`config.mk`:
```
export PLATFORM = sky130hd
export DESIGN_NAME = rf_pulse_rx_framer
export DESIGN_NICKNAME = d
export VERILOG_FILES = /design/src/rtl/rf_pulse_rx_framer_pkg.sv /design/src/rtl/rf_pulse_rx_framer_window.sv /design/src/rtl/rf_pulse_rx_framer.sv
export SDC_FILE = /design/constraint.sdc
export NUM_CORES = 1
export LEC_CHECK = 0
export ABC_AREA = 0
export CORE_AREA = 2 2 132 96
export DETAILED_ROUTE_END_ITERATION = 16
export DIE_AREA = 0 0 134 98
export SLEW_MARGIN = 20
export SYNTH_ARGS = -nofsm -noshare
export SYNTH_HDL_FRONTEND = slang
export SYNTH_SLANG_ARGS = --single-unit
```
`constraint.sdc`:
```
create_clock -name clk_i -period 3.3 [get_ports clk_i]
set_input_delay 0.66 -clock clk_i [delete_from_list [all_inputs] [get_ports clk_i]]
set_output_delay 0.66 -clock clk_i [all_outputs]
set_load 0.01 [all_outputs]
```
`src/rtl/rf_pulse_rx_framer_pkg.sv`:
```
// Shared types and defaults for the pulse-position RX framer and its window tracker.
package rf_pulse_rx_framer_pkg;

    localparam int PACKET_SIZE_DEF = 24;
    localparam int PRE_LEN_DEF     = 8;
    localparam int CNT_W_DEF       = 16;
    localparam int BYTES_DEF       = PACKET_SIZE_DEF / 8;

    typedef enum logic [1:0] {
        ST_IDLE = 2'd0,
        ST_PRE  = 2'd1,
        ST_PAY  = 2'd2,
        ST_DONE = 2'd3
    } state_e;

    function automatic int idx_width(input int n);
        return (n > 1) ? $clog2(n) : 1;
    endfunction

endpackage

```
`src/rtl/rf_pulse_rx_framer_window.sv`:
```
// Bit-window recovery: synchronises rfin, detects pulse edges and tracks one
// window per count_val clocks, re-centred on each first pulse in a window.
module rf_pulse_rx_framer_window #(
    parameter int CNT_W = 16
) (
    input  logic             clk_i,
    input  logic             rst_ni,
    input  logic             rfin_i,
    input  logic [CNT_W-1:0] count_val_i,
    input  logic             start_i,
    input  logic             run_i,
    output logic             pulse_edge_o,
    output logic             bit_valid_o,
    output logic             bit_val_o
);

    logic [2:0]       sync_q;
    logic [CNT_W-1:0] win_cnt_q, win_cnt_d;
    logic             seen_q, seen_d;
    logic [CNT_W-1:0] half;
    logic             win_end;

    assign half         = count_val_i >> 1;
    assign pulse_edge_o = sync_q[1] & ~sync_q[2];
    assign win_end      = run_i && (win_cnt_q == count_val_i - CNT_W'(1));
    assign bit_valid_o  = win_end;
    assign bit_val_o    = seen_q;

    always_comb begin
        // NOTE: defaults first so every path assigns each _d, otherwise a latch is inferred.
        win_cnt_d = win_cnt_q;
        seen_d    = seen_q;
        if (start_i) begin
            win_cnt_d = half;
            seen_d    = 1'b1;
        end else if (!run_i) begin
            win_cnt_d = '0;
            seen_d    = 1'b0;
        end else if (win_end) begin
            // A pulse landing on the boundary opens the next window already seen.
            win_cnt_d = pulse_edge_o ? half : '0;
            seen_d    = pulse_edge_o;
        end else if (pulse_edge_o && !seen_q) begin
            win_cnt_d = half;
            seen_d    = 1'b1;
        end else begin
            win_cnt_d = win_cnt_q + CNT_W'(1);
        end
    end

    // NOTE: sequential state uses non-blocking assignments so all flops update together.
    always_ff @(posedge clk_i or negedge rst_ni) begin
        if (!rst_ni) begin
            sync_q    <= '0;
            win_cnt_q <= '0;
            seen_q    <= 1'b0;
        end else begin
            sync_q    <= {sync_q[1:0], rfin_i};
            win_cnt_q <= win_cnt_d;
            seen_q    <= seen_d;
        end
    end

endmodule

```
`src/rtl/rf_pulse_rx_framer.sv`:
```
// Pulse-position RX framer: locks on an all-ones preamble, assembles the payload
// and serves it MSB-byte-first to the SPI readout path.
module rf_pulse_rx_framer
    import rf_pulse_rx_framer_pkg::*;
#(
    parameter int PACKET_SIZE = PACKET_SIZE_DEF,
    parameter int PRE_LEN     = PRE_LEN_DEF,
    parameter int CNT_W       = CNT_W_DEF
) (
    input  logic                   clk_i,
    input  logic                   rst_ni,
    input  logic                   rx_en_i,
    input  logic                   rfin_i,
    input  logic [CNT_W-1:0]       count_val_i,
    input  logic                   byte_rd_i,
    input  logic                   clr_ovr_i,
    output logic                   pkt_rec_o,
    output logic [PACKET_SIZE-1:0] pkt_data_o,
    output logic [7:0]             byte_out_o,
    output logic                   overrun_o,
    output logic                   rx_busy_o
);

    localparam int BYTES = PACKET_SIZE / 8;
    localparam int IDX_W = idx_width(BYTES);
    localparam int PRE_W = idx_width(PRE_LEN);
    localparam int BIT_W = idx_width(PACKET_SIZE);

    state_e                 state_q;
    logic [PRE_W-1:0]       pre_cnt_q;
    logic [BIT_W-1:0]       bit_cnt_q;
    logic [PACKET_SIZE-1:0] shreg_q;
    logic [PACKET_SIZE-1:0] pkt_data_q;
    logic                   pkt_rec_q;
    logic [IDX_W-1:0]       rd_idx_q;
    logic                   overrun_q;

    logic enable, start, run, done;
    logic pulse_edge, bit_valid, bit_val;

    // Windows shorter than 4 clocks cannot hold a centred pulse, so treat them as disabled.
    assign enable = rx_en_i && (count_val_i >= CNT_W'(4));
    assign start  = enable && (state_q == ST_IDLE) && pulse_edge;
    assign run    = enable && ((state_q == ST_PRE) || (state_q == ST_PAY));
    assign done   = enable && (state_q == ST_DONE);

    rf_pulse_rx_framer_window #(
        .CNT_W (CNT_W)
    ) u_window (
        .clk_i        (clk_i),
        .rst_ni       (rst_ni),
        .rfin_i       (rfin_i),
        .count_val_i  (count_val_i),
        .start_i      (start),
        .run_i        (run),
        .pulse_edge_o (pulse_edge),
        .bit_valid_o  (bit_valid),
        .bit_val_o    (bit_val)
    );

    always_ff @(posedge clk_i or negedge rst_ni) begin
        if (!rst_ni) begin
            state_q    <= ST_IDLE;
            pre_cnt_q  <= '0;
            bit_cnt_q  <= '0;
            shreg_q    <= '0;
            pkt_data_q <= '0;
            pkt_rec_q  <= 1'b0;
            rd_idx_q   <= '0;
            overrun_q  <= 1'b0;
        end else begin
            if (!enable) begin
                state_q   <= ST_IDLE;
                pre_cnt_q <= '0;
                bit_cnt_q <= '0;
                shreg_q   <= '0;
            end else begin
                unique case (state_q)
                    ST_IDLE: if (pulse_edge) begin
                        state_q   <= ST_PRE;
                        pre_cnt_q <= '0;
                    end
                    ST_PRE: if (bit_valid) begin
                        if (!bit_val) begin
                            state_q <= ST_IDLE;
                        end else if (pre_cnt_q == PRE_W'(PRE_LEN - 1)) begin
                            state_q   <= ST_PAY;
                            bit_cnt_q <= '0;
                        end else begin
                            pre_cnt_q <= pre_cnt_q + PRE_W'(1);
                        end
                    end
                    ST_PAY: if (bit_valid) begin
                        shreg_q   <= {shreg_q[PACKET_SIZE-2:0], bit_val};
                        bit_cnt_q <= bit_cnt_q + BIT_W'(1);
                        if (bit_cnt_q == BIT_W'(PACKET_SIZE - 1)) state_q <= ST_DONE;
                    end
                    ST_DONE: state_q <= ST_IDLE;
                    default: state_q <= ST_IDLE;
                endcase
            end

            // Publishing a new packet takes priority over a same-cycle read.
            if (done) begin
                pkt_data_q <= shreg_q;
                pkt_rec_q  <= 1'b1;
                rd_idx_q   <= '0;
            end else if (byte_rd_i && pkt_rec_q) begin
                if (rd_idx_q == IDX_W'(BYTES - 1)) begin
                    pkt_rec_q <= 1'b0;
                    rd_idx_q  <= '0;
                end else begin
                    rd_idx_q <= rd_idx_q + IDX_W'(1);
                end
            end

            if (done && pkt_rec_q) overrun_q <= 1'b1;
            else if (clr_ovr_i)    overrun_q <= 1'b0;
        end
    end

    always_comb begin
        byte_out_o = '0;
        for (int i = 0; i < BYTES; i++) begin
            if (rd_idx_q == IDX_W'(i)) byte_out_o = pkt_data_q[PACKET_SIZE-1-8*i -: 8];
        end
    end

    assign pkt_rec_o  = pkt_rec_q;
    assign pkt_data_o = pkt_data_q;
    assign overrun_o  = overrun_q;
    assign rx_busy_o  = (state_q != ST_IDLE);

endmodule

```
# Word-level counts from Yosys, hierarchy flattened

Cells that the tools add are included.
W data, S select, Z words.

Add/subtract/negate cells: 5
Multiply operators: 0
Div/mod/pow operators: 0
$lt $le $gt $ge: 1
Eq/ne operators: 21
Shift operators: 0
Muxes and demuxes: 43
Bitwise logic cells: 2
Reductions and logical operators: 22

Operators by type and width:

| cell                    | number |
|---|---|
| $mux W24                | 3 |
| $mux W16                | 4 |
| $mux W5                 | 5 |
| $mux W8                 | 3 |
| $mux W2                 | 10 |
| $add A16 B1 Y16 const B | 1 |
| $eq A16 B16 Y1          | 1 |
| $ge A16 B3 Y1 const B   | 1 |
| $sub A16 B1 Y16 const B | 1 |
| $mux W15                | 1 |
| $mux W3                 | 5 |
| $reduce_and A5 Y1       | 3 |
| $ne A3 B3 Y1 const B    | 4 |
| $pmux W5 S2             | 1 |
| $logic_and A1 B1 Y1     | 9 |
| $mux W1                 | 9 |
| $ne A3 B2 Y1 const B    | 3 |
| $ne A4 B4 Y1 const B    | 2 |
| $pmux W2 S4             | 1 |
| $reduce_bool A2 Y1      | 4 |
| $eq A2 B2 Y1 const B    | 3 |
| $ne A3 B1 Y1 const B    | 2 |
| $pmux W3 S2             | 1 |
| $add A5 B1 Y5 const B   | 1 |
| 12 further kinds        | 16 |

Bits in registers: 82
Latch bits: 0
RAM bits: 0
Memory bits (read-only): 0
Input port bits: 22
Output and inout bits: 35
Memories kept: 0

# Depth between registers and ports, before layout

Gate-level depths: netlist of run 1.

Depth after elaboration: 7
Gate-level depth with buffers: 14
Gate-level depth less buffers: 10

# Hierarchy

From an unflattened synthesis of run 1, not the netlist that was laid out.

Cell total of the unflattened synthesis: 468
Area total of the unflattened synthesis: 4,797.1 µm²

By module, submodules not included:

| module                    | times used | cells an instance | area each (µm²) |
|---|---|---|---|
| rf_pulse_rx_framer        | 1          | 285               | 3,006.6 |
| rf_pulse_rx_framer_window | 1          | 183               | 1,790.5 |

# Worst setup path before layout of run 1

Ideal clock, no wire load.

Kind: input to register
Start point: input port count_val_i[0]
End point: register bit_cnt_q[0]
Library setup time: 134 ps
Arrival time: 3,353 ps
Required time: 3,166 ps
Path slack: -186 ps
Cell stages on the path: 13
Path buffers: 3
Cell sequence: clkbuf_1 > inv_1 > ha_1 > buf_2 > or4b_1 > nor4_1 > mux2_2 > a22oi_1 > and4_4 > buf_6 > nand2_1 > o211a_1 > a2bb2oi_1

Cells in the longest elaborated chain, start to end: 6

Ends and longest elaborated chain:

| what                                                                    | line                     | text |
|---|---|---|
| start: declaration                                                      | rf_pulse_rx_framer.sv:14 | `input logic [CNT_W-1:0] count_val_i,` |
| parallel branches: the longest is 6 deep, another holds $sub A16 B1 Y16 | -                        |  |
| end signal: assignment                                                  | rf_pulse_rx_framer.sv:95 | `bit_cnt_q <= bit_cnt_q + BIT_W'(1);` |
| end: declaration                                                        | rf_pulse_rx_framer.sv:31 | `logic [BIT_W-1:0] bit_cnt_q;` |

Parallel ways; which one is timed is not known.
A chain may end at the register's enable or synchronous reset.

# Worst setup path in the final report of run 1

Start point: input port count_val_i[4]
End point: register shreg_q[9]

Cells in the longest elaborated chain, start to end: 6

Ends and longest elaborated chain:

| what                                                                    | line                     | text |
|---|---|---|
| parallel branches: the longest is 6 deep, another holds $sub A16 B1 Y16 | -                        |  |
| end signal: assignment                                                  | rf_pulse_rx_framer.sv:94 | `shreg_q <= {shreg_q[PACKET_SIZE-2:0], bit_val};` |
| end: declaration                                                        | rf_pulse_rx_framer.sv:32 | `logic [PACKET_SIZE-1:0] shreg_q;` |

Parallel ways; which one is timed is not known.

==> out/qor.yml, run 1 <==
synthesis:
  synth_nets: 517
  ys.warnings.count: 0
  synth_top_cell_by_area: "dfrtp_1"
  ys_types: 61
  synth-seq-cells: 82
  syn_avg_cell_area_um2: 9.58
  netlist_top_cells_area: "dfrtp_1, nand2_1, mux2_2, o21ai_0, xor2_1"
  yosysTopAreaCellShare_pct: 44.2
  synthesis.instances: 485
  synth_top_flop_cell: "dfrtp_1"
  async_flop_share_pct: 100
  synth_edf_count: 0
  yosysSeqAreaShare_pct: 44.2
  synth_area_um2: 4640
place:
  numPortBuffers: 56
  placed_area_um2: 5670
  place.gp.congestion: 0.859
  pre_cts_slack_ns: -0.369
  dp_hpwl_um: 8190
timing:
  postLayoutSetupSlackWorst_ns: 0.0736
  hold_viol: 0
  slew_headroom_pct: 54.6
  final_max_slew_viol_count: 0
  fmax_mhz: 310
  setup_violations: 0
  whs_ns: 0.345
  fin_crit_ns: 3.23
  clock_skew_ns: 0.00707
  tightest_slew_ns: 0.681
  post-route-period-util_pct: 97.8
  rsz0062_at_grt: "false"
  setup_tns_ns: 0
clock_network:
  clkSinkCount: 82
  cts_tree: "built"
  clk_pin_slew_ns: 0.06
  h-tree-depth: 3
  clockBufferDepth: 2
  cts_root_buffer: "clkbuf_16"
  cts-buffers-inserted: 9
  clock_latency_ns: 0.33
cells_and_area:
  multi_input_comb_area_um2: 2480
  syn2layout_area_growth_pct: 32.3
  n_antenna_cell: 0
  fin_area_um2: 6150
  fillerInstances: 1097
  drive_gt1_share_pct: 22.4
  ff_latch_area_um2: 2050
  nNetsFinal: 606
global_routing:
  grt_max_degree: 52
  grt_pass1_vias: 3740
  track_usage_pct: 18.2
  grt_overflow_total: 0
  antenna_found_initial: 0
  grt_first_pass_wirelength_um: 19000
job:
  cap_violations: 0
detailed_routing:
  drcViolationCount: 0
  ant_nets: 0
  detail_route.wl_per_cell_um: 15.8
  via_per_inst: 5.17
  drt_pass1_iterations: 4
  vias: 3817
  wl_um: 11700
  drtIter0Drc: 356
status:
  status: "completed"
floorplan:
  coreArea_um2: 12000
  die_w_um: 134
  placementRows: 34
  io_pins: 57
  initial_core_util_pct: 38.9
  dieArea_um2: 13100
  dieHeight_um: 98
critical_path:
  required_ns: 3.51
  crit_type: "in2reg"
  start_kind: "input pin"
  critPathArrivalTime_ns: 3.44
  path_max_fanout: 8
  r2r_cells: 8
  endpoint_kind: "register"
min_path:
  hold_path_class: "in2async"
power:
  peakVddDrop_mv: 0.262
  powerDensity_nw_per_um2: 358
  p_leak_nw: 2.62
## worst paths after layout
kind | end | slack, ns | from
worst min register to register | u_window.sync_q[1]$_DFF_PN0_ | 0.38 | u_window.sync_q[0]$_DFF_PN0_
min in group clk_i | u_window.sync_q[1]$_DFF_PN0_ | 0.38 | u_window.sync_q[0]$_DFF_PN0_
max in group asynchronous | pkt_data_o[2]$_DFFE_PN0P_ | 2.23 | rst_ni
worst max register to register | shreg_q[9]$_DFFE_PN0P_ | 0.47 | u_window.win_cnt_q[5]$_DFF_PN0_
worst min-delay path | u_window.win_cnt_q[7]$_DFF_PN0_ | 0.34 | rst_ni
worst max-delay path | shreg_q[9]$_DFFE_PN0P_ | 0.07 | count_val_i[4]
## state kept, by name, summed over array words and instances, names as in the netlist
name                count
pkt_data_o             24
shreg_q                24
u_window.win_cnt_q     16
bit_cnt_q               5
pre_cnt_q               3
u_window.sync_q         3
rd_idx_q                2
state_q                 2
overrun_o               1
pkt_rec_o               1
u_window.bit_val_o      1
## Yosys cell counts (9+ instances only)
| library cell | instances |
|---|---|
| nor2_1 | 13 |
| mux2i_1 | 12 |
| o21ai_2 | 10 |
| xnor2_1 | 16 |
| a21oi_1 | 12 |
| nor3_1 | 9 |
| o21ai_0 | 35 |
| inv_1 | 9 |
| dfrtp_1 | 82 |
| o21ai_1 | 15 |
| ha_1 | 10 |
| nand3_1 | 16 |
| clkbuf_1 | 14 |
| mux2_2 | 26 |
| nand2_1 | 97 |
| xor2_1 | 17 |
## what timing repair did
item,in CTS,in global routing
resized for setup,0,21
buffers inserted,1,1
pin swaps,4,11
endpoints found under the setup margin,4,48
hold buffers,0,0
gates cloned,0,6
## layer usage
layer  GRT usage, %  up-vias  wire length [um]
met5              0        -                 0
met4           4.66        0                89
met3           3.63       10               346
met2           27.1       57              5120
met1           27.0     1860              6100
li1               -     1890                 -
## power by group
group / leakage (nW) / switching, W / internal, W
registers: 1.13 / 0.0000252 / 0.00102
clock network: 0.116 / 0.000377 / 0.000495
logic: 1.37 / 0.000158 / 0.000126
## per-stage QoR
step,instances,total power (W),util (%)
4_1_cts,731,0.00222,49.6
3_3_place_gp,717,0.00134,47.4
2_1_floorplan,485,0.00121,-
3_5_place_dp,717,0.00134,47.4
6_report,738,0.00220,51.4
5_1_grt,738,0.00230,51.4
## final cells by class
| type | instances | share of cell area [%] |
|---|---|---|
| Inverter | 9 | 0.550 |
| Clock inverter | 3 | 0.326 |
| Timing Repair Buffer | 108 | 18.4 |
| Clock buffer | 10 | 3.73 |
| Multi-Input combinational cell | 364 | 40.3 |
| Sequential cell | 82 | 33.4 |
| Tap cell | 162 | 3.30 |
## kinds of logic (layout without fill, tap and decap cells)
logic type / Yosys count / count (layout) / synth area share, %
flops: 82 / 82 / 44.2
xor+xnor: 33 / 33 / 6.22
simple gates: 180 / 180 / 18.6
compound gates: 103 / 103 / 15.0
buf+inv: 39 / 130 / 4.47
fa+ha+maj: 10 / 10 / 2.69
mux: 38 / 38 / 8.89
## worst max-delay path: stages
cell	delay, ns
clkdlybuf4s50_1	0.44
or4b_4	0.56
nor4_4	0.34
mux2_4	0.33
a22oi_2	0.19
and4_4	0.33
and2_4	0.30
clkbuf_16	0.19
o21ai_0	0.09
## cells in the final DEF, fill, tap and decap left out, drive strengths merged, types with 15 or more instances in the layout
cell and n:
buf 48, clkbuf 15, clkdlybuf4s50 50, dfrtp 82
mux2 26, nand2 97, nand3 16, o21ai 60
xnor2 16, xor2 17
(Power assumes the default switching activity.)
==> inputs of run 2 (changes only) <==
CORE_AREA = 2 2 108 120   (was 2 2 132 96)
DIE_AREA = 0 0 110 122   (was 0 0 134 98)
SYNTH_HIERARCHICAL = 1   (was unset)
==> out/qor.yml, run 2 <==
detailed_routing:
  via_per_inst: 5.35  # +3.5%
  drcViolationCount: 0  # unchanged
  vias: 3860  # +1.1%
  ant_nets: 0  # unchanged
  drtIter0Drc: 221  # -38%
  drt_pass1_iterations: 5  # +1
  wl_um: 11700  # +0.47%
  detail_route.wl_per_cell_um: 16.2  # +2.8%
floorplan:
  initial_core_util_pct: 38.9  # +0.083 points
  die_w_um: 110  # -18%
  coreArea_um2: 12300  # +3.1%
  placementRows: 43  # +26%
  dieArea_um2: 13400  # +2.2%
  dieHeight_um: 122  # +24%
  io_pins: 57  # unchanged
cells_and_area:
  syn2layout_area_growth_pct: 30.5
  fin_util_pct: 50.8  # -0.60 points
  fillerInstances: 1126  # +2.6%
  n_antenna_cell: 0  # unchanged
  fin_area_um2: 6260  # +1.9%
  nNetsFinal: 591  # -2.5%
  layout_common_cells: "dfrtp_1, nand2_1, clkdlybuf4s50_1"
  drive_gt1_share_pct: 23.0  # +0.65 points
  final_common_cell: "dfrtp_1"
critical_path:
  crit_family: "buffers and inverters"
  start_kind: "input pin"
  r2r_cells: 11  # +3
  slowest_delay_ns: 0.52  # -0.04 ns
  required_ns: 3.56  # +0.05 ns
  crit_buf_inv: 5  # +3
  reg2reg_to: "shreg_q[11]$_DFFE_PN0P_"
  path_max_fanout: 12  # +4
  endpoint_kind: "register"
  critPathSlowestCell: "clkdlybuf4s50_1"
  path_common_cell: "buf_4"
  critical_path.reg2reg.startpoint: "u_window/win_cnt_q[8]$_DFF_PN0_"
  crit_type: "in2reg"
  worstPathCellList: "clkdlybuf4s50_1 -> nor3_2 -> buf_4 -> and4_1 -> or4_1 -> a21o_1 -> a2111oi_4 -> buf_6 -> buf_4 -> and2_2 -> clkbuf_16 -> nand2_1 -> a21oi_1"
  rrSetupSlack_ns: 0.17  # -0.30 ns
  critPathArrivalTime_ns: 3.46  # +0.02 ns
clock_network:
  clkSinkCount: 82  # unchanged
  clockBufferDepth: 2  # unchanged
  h-tree-depth: 3  # unchanged
  clk_pin_slew_ns: 0.07  # about the same
  clock_latency_ns: 0.34  # about the same
  cts_root_buffer: "clkbuf_16"
  cts-buffers-inserted: 9  # unchanged
  cts_tree: "built"
min_path:
  hold_start: "u_window/sync_q[0]$_DFF_PN0_"
  min_path_cells: 0
  hold_path_class: "reg2reg"
  holdPathEnd: "u_window/sync_q[1]$_DFF_PN0_"
synthesis:
  netlist_top_cells_area: "dfrtp_1, mux2_4, nand2_1, a21oi_1, xnor2_1"
  synth-seq-cells: 82  # unchanged
  synth_top_cell_by_area: "dfrtp_1"
  synthesis.instances: 468  # -3.5%
  ys.warnings.count: 6  # +6
  yosysSeqAreaShare_pct: 42.8  # -1.4 points
  synth_most_common_cell: "dfrtp_1"
  synth_area_um2: 4800  # +3.3%
  syn_avg_cell_area_um2: 10.3  # +7.0%
  async_flop_share_pct: 100  # unchanged
  ys_types: 65  # +6.6%
  synth_edf_count: 0  # unchanged
  synth_common_cells: "dfrtp_1, nand2_1, a21oi_1, nor2_1, mux2_4"
  yosysTopAreaCellShare_pct: 42.8  # -1.4 points
  synth_nets: 500  # -3.3%
  synth_top_flop_cell: "dfrtp_1"
timing:
  fmax_mhz: 313  # +0.95%
  tightest_slew_ns: 0.889  # +0.208 ns
  hold_viol: 0  # unchanged
  final_max_slew_viol_count: 0  # unchanged
  fin_crit_ns: 3.20  # -0.0305 ns
  slew_headroom_pct: 40.6  # -14 points
  clock_skew_ns: 0.00870  # +0.00162 ns
  setup_violations: 0  # unchanged
  post-route-period-util_pct: 96.8  # -0.92 points
place:
  placed_area_um2: 5750  # +1.3%
  place.gp.congestion: 0.905  # +5.4%
  numPortBuffers: 56  # unchanged
  dp_hpwl_um: 8130  # -0.71%
global_routing:
  grt_overflow_total: 0  # unchanged
  antenna_found_initial: 0  # unchanged
  grt_max_degree: 83  # +60%
  grt_pass1_vias: 3737  # -0.080%
  grt_first_pass_wirelength_um: 18800  # -1.2%
  track_usage_pct: 18.0  # -0.20 points
status:
  status: "completed"
job:
  cap_violations: 0  # unchanged
power:
  p_leak_nw: 2.66  # +1.4%
  peakVddDrop_mv: 0.316  # +21%
  powerDensity_nw_per_um2: 401  # +12%
[run 2: cell types whose count changed in the layout (fill, tap and decap cells not counted), moves of 10 or more]
cell	delta
o21ai_1	-14
nor2b_1	+10
o21ai_0	-21
o2bb2ai_2	+10
nand2_1	-28
mux2_4	+19
o21ai_2	-12
mux2_2	-21
a21oi_1	+20
[run 2: worst register-to-register path, cell delays in order, from the launching register on]
cell	delay [ns]
dfrtp_1	0.47
xnor2_1	0.20
or4b_4	0.52
a2111oi_4	0.41
o211ai_1	0.22
a2111oi_4	0.37
buf_6	0.17
buf_4	0.13
and2_2	0.21
clkbuf_16	0.18
nand2_1	0.05
a21oi_1	0.13
[run 2: final cells by class]
type,instances,area (um^2),share of cell area (%)
multi-input combinational,346,2650,42.4
sequential,82,2050,32.8
timing repair buffer,104,1000,16.0
clock buffer,9,225,3.60
tap,157,196,3.14
clock inverter,7,70.1,1.12
inverter,16,60.1,0.959
[run 2: through the flow]
stage | worst slack (ns) | total power [W] | hold WS (ns) | cells | TNS, ns
final | 0.104 | 0.00251 | 0.354 | 721 | 0
after global routing | -0.00494 | 0.00263 | 0.362 | 721 | -0.00897
after CTS | 0.00937 | 0.00252 | 0.358 | 716 | 0
after detailed placement | -0.537 | 0.00151 | 0.342 | 698 | -14.61
after global placement | -0.448 | 0.00150 | 0.333 | 698 | -13.50
after floorplan | 0.00294 | 0.00135 | 0.331 | 468 | 0
[run 2: what timing repair did]
item	CTS	global route
pin swaps	8	8
cloned	0	2
setup endpoints to repair	6	47
gates resized for setup	10	24
hold buffers	0	0
setup buffers	2	3
[run 2: kinds of logic (layout without fill, tap and decap cells)]
family | count (synthesis) | after routing | share of synthesized area (%)
flip-flops | 82 | 82 | 42.8
AND/OR/NAND/NOR | 173 | 173 | 18.7
AO/OA/AOI/OAI | 91 | 92 | 14.7
XOR/XNOR | 33 | 33 | 6.31
adder cells (fa/ha/maj) | 10 | 10 | 2.61
buffers and inverters | 41 | 136 | 4.75
multiplexers | 38 | 38 | 10.1
[run 2: worst max-delay path by stage]
stage	from	endpoint	depth (start not counted)
floorplan	count_val_i[3]	pre_cnt_q[0]$_DFFE_PN0P_	11
global placement	count_val_i[0]	state_q[0]$_DFFE_PN0P_	13
detailed placement	count_val_i[0]	state_q[0]$_DFFE_PN0P_	13
CTS	count_val_i[0]	pre_cnt_q[1]$_DFFE_PN0P_	13
global route	count_val_i[7]	pre_cnt_q[2]$_DFFE_PN0P_	12
finish	count_val_i[7]	shreg_q[11]$_DFFE_PN0P_	13
[run 2: per-layer routing]
| layer | vias up | GRT usage, % | part of all wire [%] |
|---|---|---|---|
| li1 | 1853 | - | - |
| met1 | 1912 | 22.3 | 44 |
| met2 | 73 | 31.6 | 51 |
| met3 | 22 | 2.94 | 3.1 |
| met4 | 0 | 5.54 | 2.0 |
| met5 | - | 0 | 0 |
[run 2: power breakdown]
part / switching [W] / total (W) / leakage [nW] / internal (W)
Clock: 0.000459 / 0.000991 / 0.142 / 0.000533
Sequential: 0.0000818 / 0.00112 / 1.13 / 0.00104
Combinational: 0.000206 / 0.000397 / 1.39 / 0.000191
Total: 0.000746 / 0.00251 / 2.66 / 0.00176
==> inputs of run 3 (changes only) <==
REMOVE_ABC_BUFFERS = 1   (was unset)
==> out/qor.yml, run 3 (same netlist as run 2, synthesis figures left out) <==
status:
  status: "completed"
power:
  peakVddDrop_mv: 0.228  # -28%
  p_leak_nw: 2.72  # +2.1%
  powerDensity_nw_per_um2: 421  # +5.2%
clock_network:
  h-tree-depth: 3  # unchanged
  cts_tree: "built"
  clock_latency_ns: 0.33  # about the same
  clkSinkCount: 82  # unchanged
  cts_root_buffer: "clkbuf_16"
  clk_pin_slew_ns: 0.06  # about the same
  hold_buffers: 0  # unchanged
  cts-buffers-inserted: 9  # unchanged
  clockBufferDepth: 2  # unchanged
timing:
  slew_headroom_pct: 39.9  # -0.71 points
  final_max_slew_viol_count: 0  # unchanged
  fmax_mhz: 319  # +2.0%
  hold_viol: 0  # unchanged
  tightest_slew_ns: 0.900  # +0.0106 ns
  postLayoutSetupSlackWorst_ns: 0.167  # +0.0625 ns
  fin_crit_ns: 3.13  # -0.0625 ns
  post-route-period-util_pct: 95.0  # -1.9 points
  rsz0062_at_grt: "false"
  setup_tns_ns: 0  # unchanged
  setup_violations: 0  # unchanged
  clock_skew_ns: 0.00800  # -0.000695 ns
job:
  cap_violations: 0  # unchanged
min_path:
  holdPathEnd: "u_window/sync_q[1]$_DFF_PN0_"
  hold_path_class: "reg2reg"
  hold_start: "u_window/sync_q[0]$_DFF_PN0_"
  min_path_cells: 0  # unchanged
global_routing:
  track_usage_pct: 17.8  # -0.13 points
  grt_max_degree: 83  # unchanged
  antenna_found_initial: 0  # unchanged
  grt_first_pass_wirelength_um: 19000  # +0.85%
  grt_pass1_vias: 3860  # +3.3%
  grt_overflow_total: 0  # unchanged
critical_path:
  reg2reg_to: "pre_cnt_q[0]$_DFFE_PN0P_"
  r2r_cells: 11  # unchanged
  crit_buf_inv: 4  # -1
  crit_family: "buffers and inverters"
  path_max_fanout: 7  # -5
  critical_path.reg2reg.startpoint: "u_window/win_cnt_q[8]$_DFF_PN0_"
  crit_type: "in2reg"
  start_kind: "input pin"
  slowest_delay_ns: 0.51  # about the same
  critPathArrivalTime_ns: 3.35  # -0.11 ns
  endpoint_kind: "register"
  rrSetupSlack_ns: 0.40  # +0.23 ns
  worstPathCellList: "clkdlybuf4s50_1 -> buf_4 -> xnor2_1 -> or4_1 -> a21o_1 -> a2111oi_4 -> buf_4 -> nand4b_1 -> a21oi_1 -> buf_4 -> mux2i_1 -> nor2_1"
  critPathLaunch: "count_val_i[12]"
  critPathSlowestCell: "or4_1"
  required_ns: 3.52  # -0.04 ns
  path_common_cell: "buf_4"
floorplan:
  io_pins: 57  # unchanged
  coreArea_um2: 12300  # unchanged
  dieHeight_um: 122  # unchanged
  die_w_um: 110  # unchanged
  placementRows: 43  # unchanged
  initial_core_util_pct: 38.9  # unchanged
  dieArea_um2: 13400  # unchanged
detailed_routing:
  drtIter0Drc: 154  # -30%
  drt_pass1_iterations: 4  # -1
  detail_route.wl_per_cell_um: 15.6  # -3.8%
  drcViolationCount: 0  # unchanged
  wl_met3_um: 387  # +6.3%
  via_per_inst: 5.28  # -1.4%
  met1_length_um: 5050  # -1.6%
  top_layer: "met4"
  vias: 3864  # +0.10%
  wl_um: 11400  # -2.3%
  met2_length_um: 5870  # -1.7%
  ant_nets: 0  # unchanged
place:
  dp_hpwl_um: 8270  # +1.7%
  numPortBuffers: 56  # unchanged
  placed_cells: 714  # +2.3%
  pre_cts_slack_ns: -0.536  # +0.00110 ns
  place.gp.congestion: 0.841  # -7.1%
  placed_area_um2: 5860  # +1.9%
cells_and_area:
  fin_util_pct: 51.4  # +0.60 points
  fillerInstances: 1153  # +2.4%
  n_antenna_cell: 0  # unchanged
  fin_area_um2: 6330  # +1.2%
  final_common_cell: "dfrtp_1"
  drive_gt1_share_pct: 24.2  # +1.1 points
  nNetsFinal: 603  # +2.0%
  syn2layout_area_growth_pct: 32.1
  layout_common_cells: "dfrtp_1, nand2_1, buf_4"
  stdcell_count: 732  # +1.5%
run 3: final cells by class:
class	count	area [um^2]	share of cell area, %
clock buffer	9	225	3.56
inverter	16	60.1	0.948
timing repair buffer	117	1080	17.0
multi-input combinational	345	2610	41.2
clock inverter	6	116	1.84
sequential	82	2050	32.4
tap	157	196	3.10
run 3: where the power goes:
part	leakage (nW)	switching, W	total (W)	internal, W
registers	1.13	0.0000803	0.00112	0.00104
logic	1.42	0.000203	0.000406	0.000204
clock network	0.166	0.000405	0.00114	0.000739
run 3: per-stage QoR:
step	total power (W)	hold slack [ns]
after detailed placement	0.00153	0.337
final	0.00267	0.350
after global placement	0.00152	0.333
after CTS	0.00269	0.351
after floorplan	0.00132	0.331
after global routing	0.00279	0.366
run 3: how the worst max path moves through the flow:
stage	endpoint	slack (ns)	cells after the start
4_1_cts	pre_cnt_q[0]$_DFFE_PN0P_	0.0006	15
5_1_grt	pre_cnt_q[0]$_DFFE_PN0P_	0.05	14
2_1_floorplan	bit_cnt_q[3]$_DFFE_PN0P_	-0.52	11
6_report	pre_cnt_q[0]$_DFFE_PN0P_	0.17	12
3_3_place_gp	state_q[0]$_DFFE_PN0P_	-0.45	14
3_5_place_dp	state_q[0]$_DFFE_PN0P_	-0.54	14
run 3: what timing repair did:
action | in CTS | in global routing
buffers inserted | 1 | 2
hold endpoints to repair | 0 | 0
setup endpoints to repair | 29 | 42
pin swaps | 5 | 7
gates resized for setup | 11 | 22
run 3: layer usage:
layer | vias to the layer above | GRT usage (%)
met2 | 68 | 31.5
met3 | 11 | 3.37
met5 | - | 0
met4 | 0 | 5.14
met1 | 1916 | 21.9
li1 | 1869 | -
==> variant 1 (flow settings as in run 1) <==
The package constant `PRE_LEN_DEF` goes from 8 to 4.
--- a/src/rtl/rf_pulse_rx_framer_pkg.sv
+++ b/src/rtl/rf_pulse_rx_framer_pkg.sv
@@ -2,7 +2,7 @@
 package rf_pulse_rx_framer_pkg;
 
     localparam int PACKET_SIZE_DEF = 24;
-    localparam int PRE_LEN_DEF     = 8;
+    localparam int PRE_LEN_DEF     = 4;
     localparam int CNT_W_DEF       = 16;
     localparam int BYTES_DEF       = PACKET_SIZE_DEF / 8;
 
Behaviour: same outputs for any inputs over 10 cycles, from zero or initial values and one cycle with rst_ni low; that may be too few to reach the edited logic, so the function may still have changed.
==> variant 1 against run 1 <==
- worst setup slack lost 0.056 ns
- worst hold slack worse by 0.065 ns
- final area fell by 2.0%
- sequential cell count decreased by 1
- clock skew up 0.0016 ns
- wire length is 2.9% lower
- synthesized area is 3.5% lower
- power is 13% higher
- highest routed layer unchanged
==> variant 1: results (changes against run 1) <==
synth_fa_ha_area_share_pct: 2.51  # -0.18 points
syn_area_per_cell_sq_um: 9.79  # +2.2%
vias_per_cell: 5.10  # -1.4%
synth_cell_type_count: 64  # +4.9%
gp_congestion: 0.836  # -2.7%
gr-usage-met1_pct: 28.0  # +0.98 points
dp_slack_ns: -0.586  # -0.217 ns
wl_met1_mm: 6.13  # +0.43%
worst_slew_pin_slew_ns: 0.644  # -0.0371 ns
synth_xor_area_share_pct: 5.08  # -1.1 points
synth_nets: 489  # -5.4%
met3_usage_pct: 3.95  # +0.31 points
wl_met3_microns: 352  # +1.7%
drive_gt1_share_pct: 26.0  # +3.6 points
seq_share_pct: 33.6  # +0.25 points
nets: 584  # -3.6%
post_synth_main_area_contributors: "dfrtp_1, nand2_1, mux2_2"
gr-usage-all-layers_pct: 18.0  # -0.19 points
grt_max_degree: 49  # -5.8%
initialDrtViolationCount: 194  # -46%
postCtsSetupBuffers: 3  # +2
clkCellAreaFrac_pct: 5.21  # +1.2 points
critPathMaxFanout: 5  # -3
use_met2_pct: 25.4  # -1.7 points
clock_skew_ns: 0.00866  # +0.00159 ns
grt_pass1_wl_mm: 18.7  # -1.8%
place_area_sq_um: 5580  # -1.6%
vias: 3673  # -3.8%
design.seq.count: 81  # -1.2%
grt_pass1_vias: 3566  # -4.7%
inv_count: 12  # +3
drt_wl_total_mm: 11.3  # -2.9%
status: "finished, final reports clean"
variant 1: cell types whose count changed after synthesis, sizes merged, moves of 6 or more:
cell,run 1,this run
xor2,17,10
nand2,97,84
o2bb2ai,0,15
nand3,16,10
nor2,13,22
o21ai,60,48
variant 1: path summary, 6_finish.rpt:
check,end,slack [ns],depth (start not counted),start
setup / recovery,u_window.win_cnt_q[11]$_DFF_PN0_,0.02,11,count_val_i[12]
hold / removal,shreg_q[9]$_DFFE_PN0P_,0.28,1,rst_ni
setup reg to reg,u_window.win_cnt_q[11]$_DFF_PN0_,0.40,10,u_window.win_cnt_q[10]$_DFF_PN0_
hold reg to reg,u_window.sync_q[1]$_DFF_PN0_,0.35,0,u_window.sync_q[0]$_DFF_PN0_
max in group asynchronous,u_window.win_cnt_q[14]$_DFF_PN0_,2.32,2,rst_ni
min in group clk_i,u_window.sync_q[1]$_DFF_PN0_,0.35,0,u_window.sync_q[0]$_DFF_PN0_
==> variant 2 (config.mk and constraints of run 1) <==
Without the edit above. The 4 states of `state_e` get a Gray code encoding in 2 bits.
--- a/src/rtl/rf_pulse_rx_framer_pkg.sv
+++ b/src/rtl/rf_pulse_rx_framer_pkg.sv
@@ -7,10 +7,10 @@
     localparam int BYTES_DEF       = PACKET_SIZE_DEF / 8;
 
     typedef enum logic [1:0] {
-        ST_IDLE = 2'd0,
-        ST_PRE  = 2'd1,
-        ST_PAY  = 2'd2,
-        ST_DONE = 2'd3
+        ST_IDLE = 2'b00,
+        ST_PRE  = 2'b01,
+        ST_PAY  = 2'b11,
+        ST_DONE = 2'b10
     } state_e;
 
     function automatic int idx_width(input int n);
Formal check against the unedited RTL: no difference found for any inputs over 10 cycles, from zero or initial values and one cycle with rst_ni low; not proved beyond that.
==> variant 2 against run 1 <==
- sequential cell count unchanged
- critical path type unchanged
- worst setup slack better by 0.057 ns
- wire length up 5.6%
- clock skew up 0.0020 ns
- power up 2.4%
- final area up 1.9%
- die area unchanged
- worst hold slack worse by 0.013 ns
- synthesized area up 1.2%
==> variant 2: results (changes against run 1) <==
status: "finished, final reports clean"
place_inst: 741  # +3.3%
initialDrtViolationCount: 294  # -17%
crit_arrival_ns: 3.39  # -0.05 ns
clkSinkCount: 82  # unchanged
p_leak_nw: 2.81  # +7.1%
postCtsSetupBuffers: 0  # -1
gr-usage-met1_pct: 29.4  # +2.4 points
ir_worst_vdd_mv: 0.309  # +18%
crit_path_top_delay_cell: "or4_4"
post_synth_main_area_contributors: "dfrtp_1, mux2i_1, mux2_2"
grt_max_degree: 83  # +60%
fill_cells: 1093  # -0.36%
clkCellAreaFrac_pct: 4.69  # +0.64 points
synth_cell_type_count: 55  # -9.8%
place_area_sq_um: 5860  # +3.4%
clock_skew_ns: 0.00902  # +0.00195 ns
dp_slack_ns: -0.699  # -0.330 ns
grt_pass1_wl_mm: 20.3  # +6.7%
multi_input_comb_cells: 343  # -5.8%
multiInputGateArea_sq_um: 2420  # -2.4%
synth_xor_area_share_pct: 5.78  # -0.44 points
final-nonclk-buf-share_pct: 18.7  # +0.33 points
power.density_nw_per_um2: 360  # +0.44%
power.switching_w: 0.000585  # +4.3%
wl_met2_mm: 5.26  # +2.7%
clkTransAtPathRegs_ns: 0.07
p_clk_w: 0.000996  # +14%
gp_congestion: 0.899  # +4.7%
cts_resized: 3  # +3
vias_per_cell: 5.23  # +1.1%
synth_common_cells: "dfrtp_1, nand2_1, mux2i_1, inv_1, nand3_1"
gr-usage-all-layers_pct: 19.4  # +1.2 points
r2r-start: "u_window.win_cnt_q[5]$_DFF_PN0_"
inv_count: 33  # +24
synthMuxAreaShare_pct: 13.0  # +4.1 points
met3_usage_pct: 4.83  # +1.2 points
slowest_delay_ns: 0.61  # +0.05 ns
vias: 3967  # +3.9%
nets: 619  # +2.1%
die_area_sq_um: 13100  # unchanged
seq_area_frac_synth_pct: 43.7  # -0.51 points
drive_gt1_share_pct: 21.6  # -0.79 points
worst_slew_pin_slew_ns: 0.751  # +0.0694 ns
critPathTopFamily: "buffers and inverters"
synth_fa_ha_area_share_pct: 1.33  # -1.4 points
synth_compound_area_share_pct: 10.7  # -4.3 points
-- variant 2: changes by cell type after synthesis, moves of 13 or more --
cell,before,now
o21ai_1,15,2
o21ai_0,35,21
nand3_1,16,31
mux2i_1,12,34
o22ai_1,0,16
nand2_1,97,54
inv_1,9,33
-- variant 2: worst paths after layout --
kind	end	slack, ns	cells past startpoint
hold reg to reg	u_window.sync_q[1]$_DFF_PN0_	0.35	0
hold / removal	u_window.win_cnt_q[11]$_DFF_PN0_	0.33	1
max in group asynchronous	rd_idx_q[0]$_DFFE_PN0P_	2.42	1
setup reg to reg	u_window.win_cnt_q[8]$_DFF_PN0_	0.47	8
setup / recovery	u_window.win_cnt_q[8]$_DFF_PN0_	0.13	12
min in group clk_i	u_window.sync_q[1]$_DFF_PN0_	0.35	0
-- variant 2: kinds of logic after synthesis --
logic type / count (synthesis)
AOI/OAI and AO/OA: 78
xor gates and xnor gates: 31
adders and majority gates: 5
buffers and inverters: 65
DFF: 82
muxes: 58
and+or+nand+nor: 171
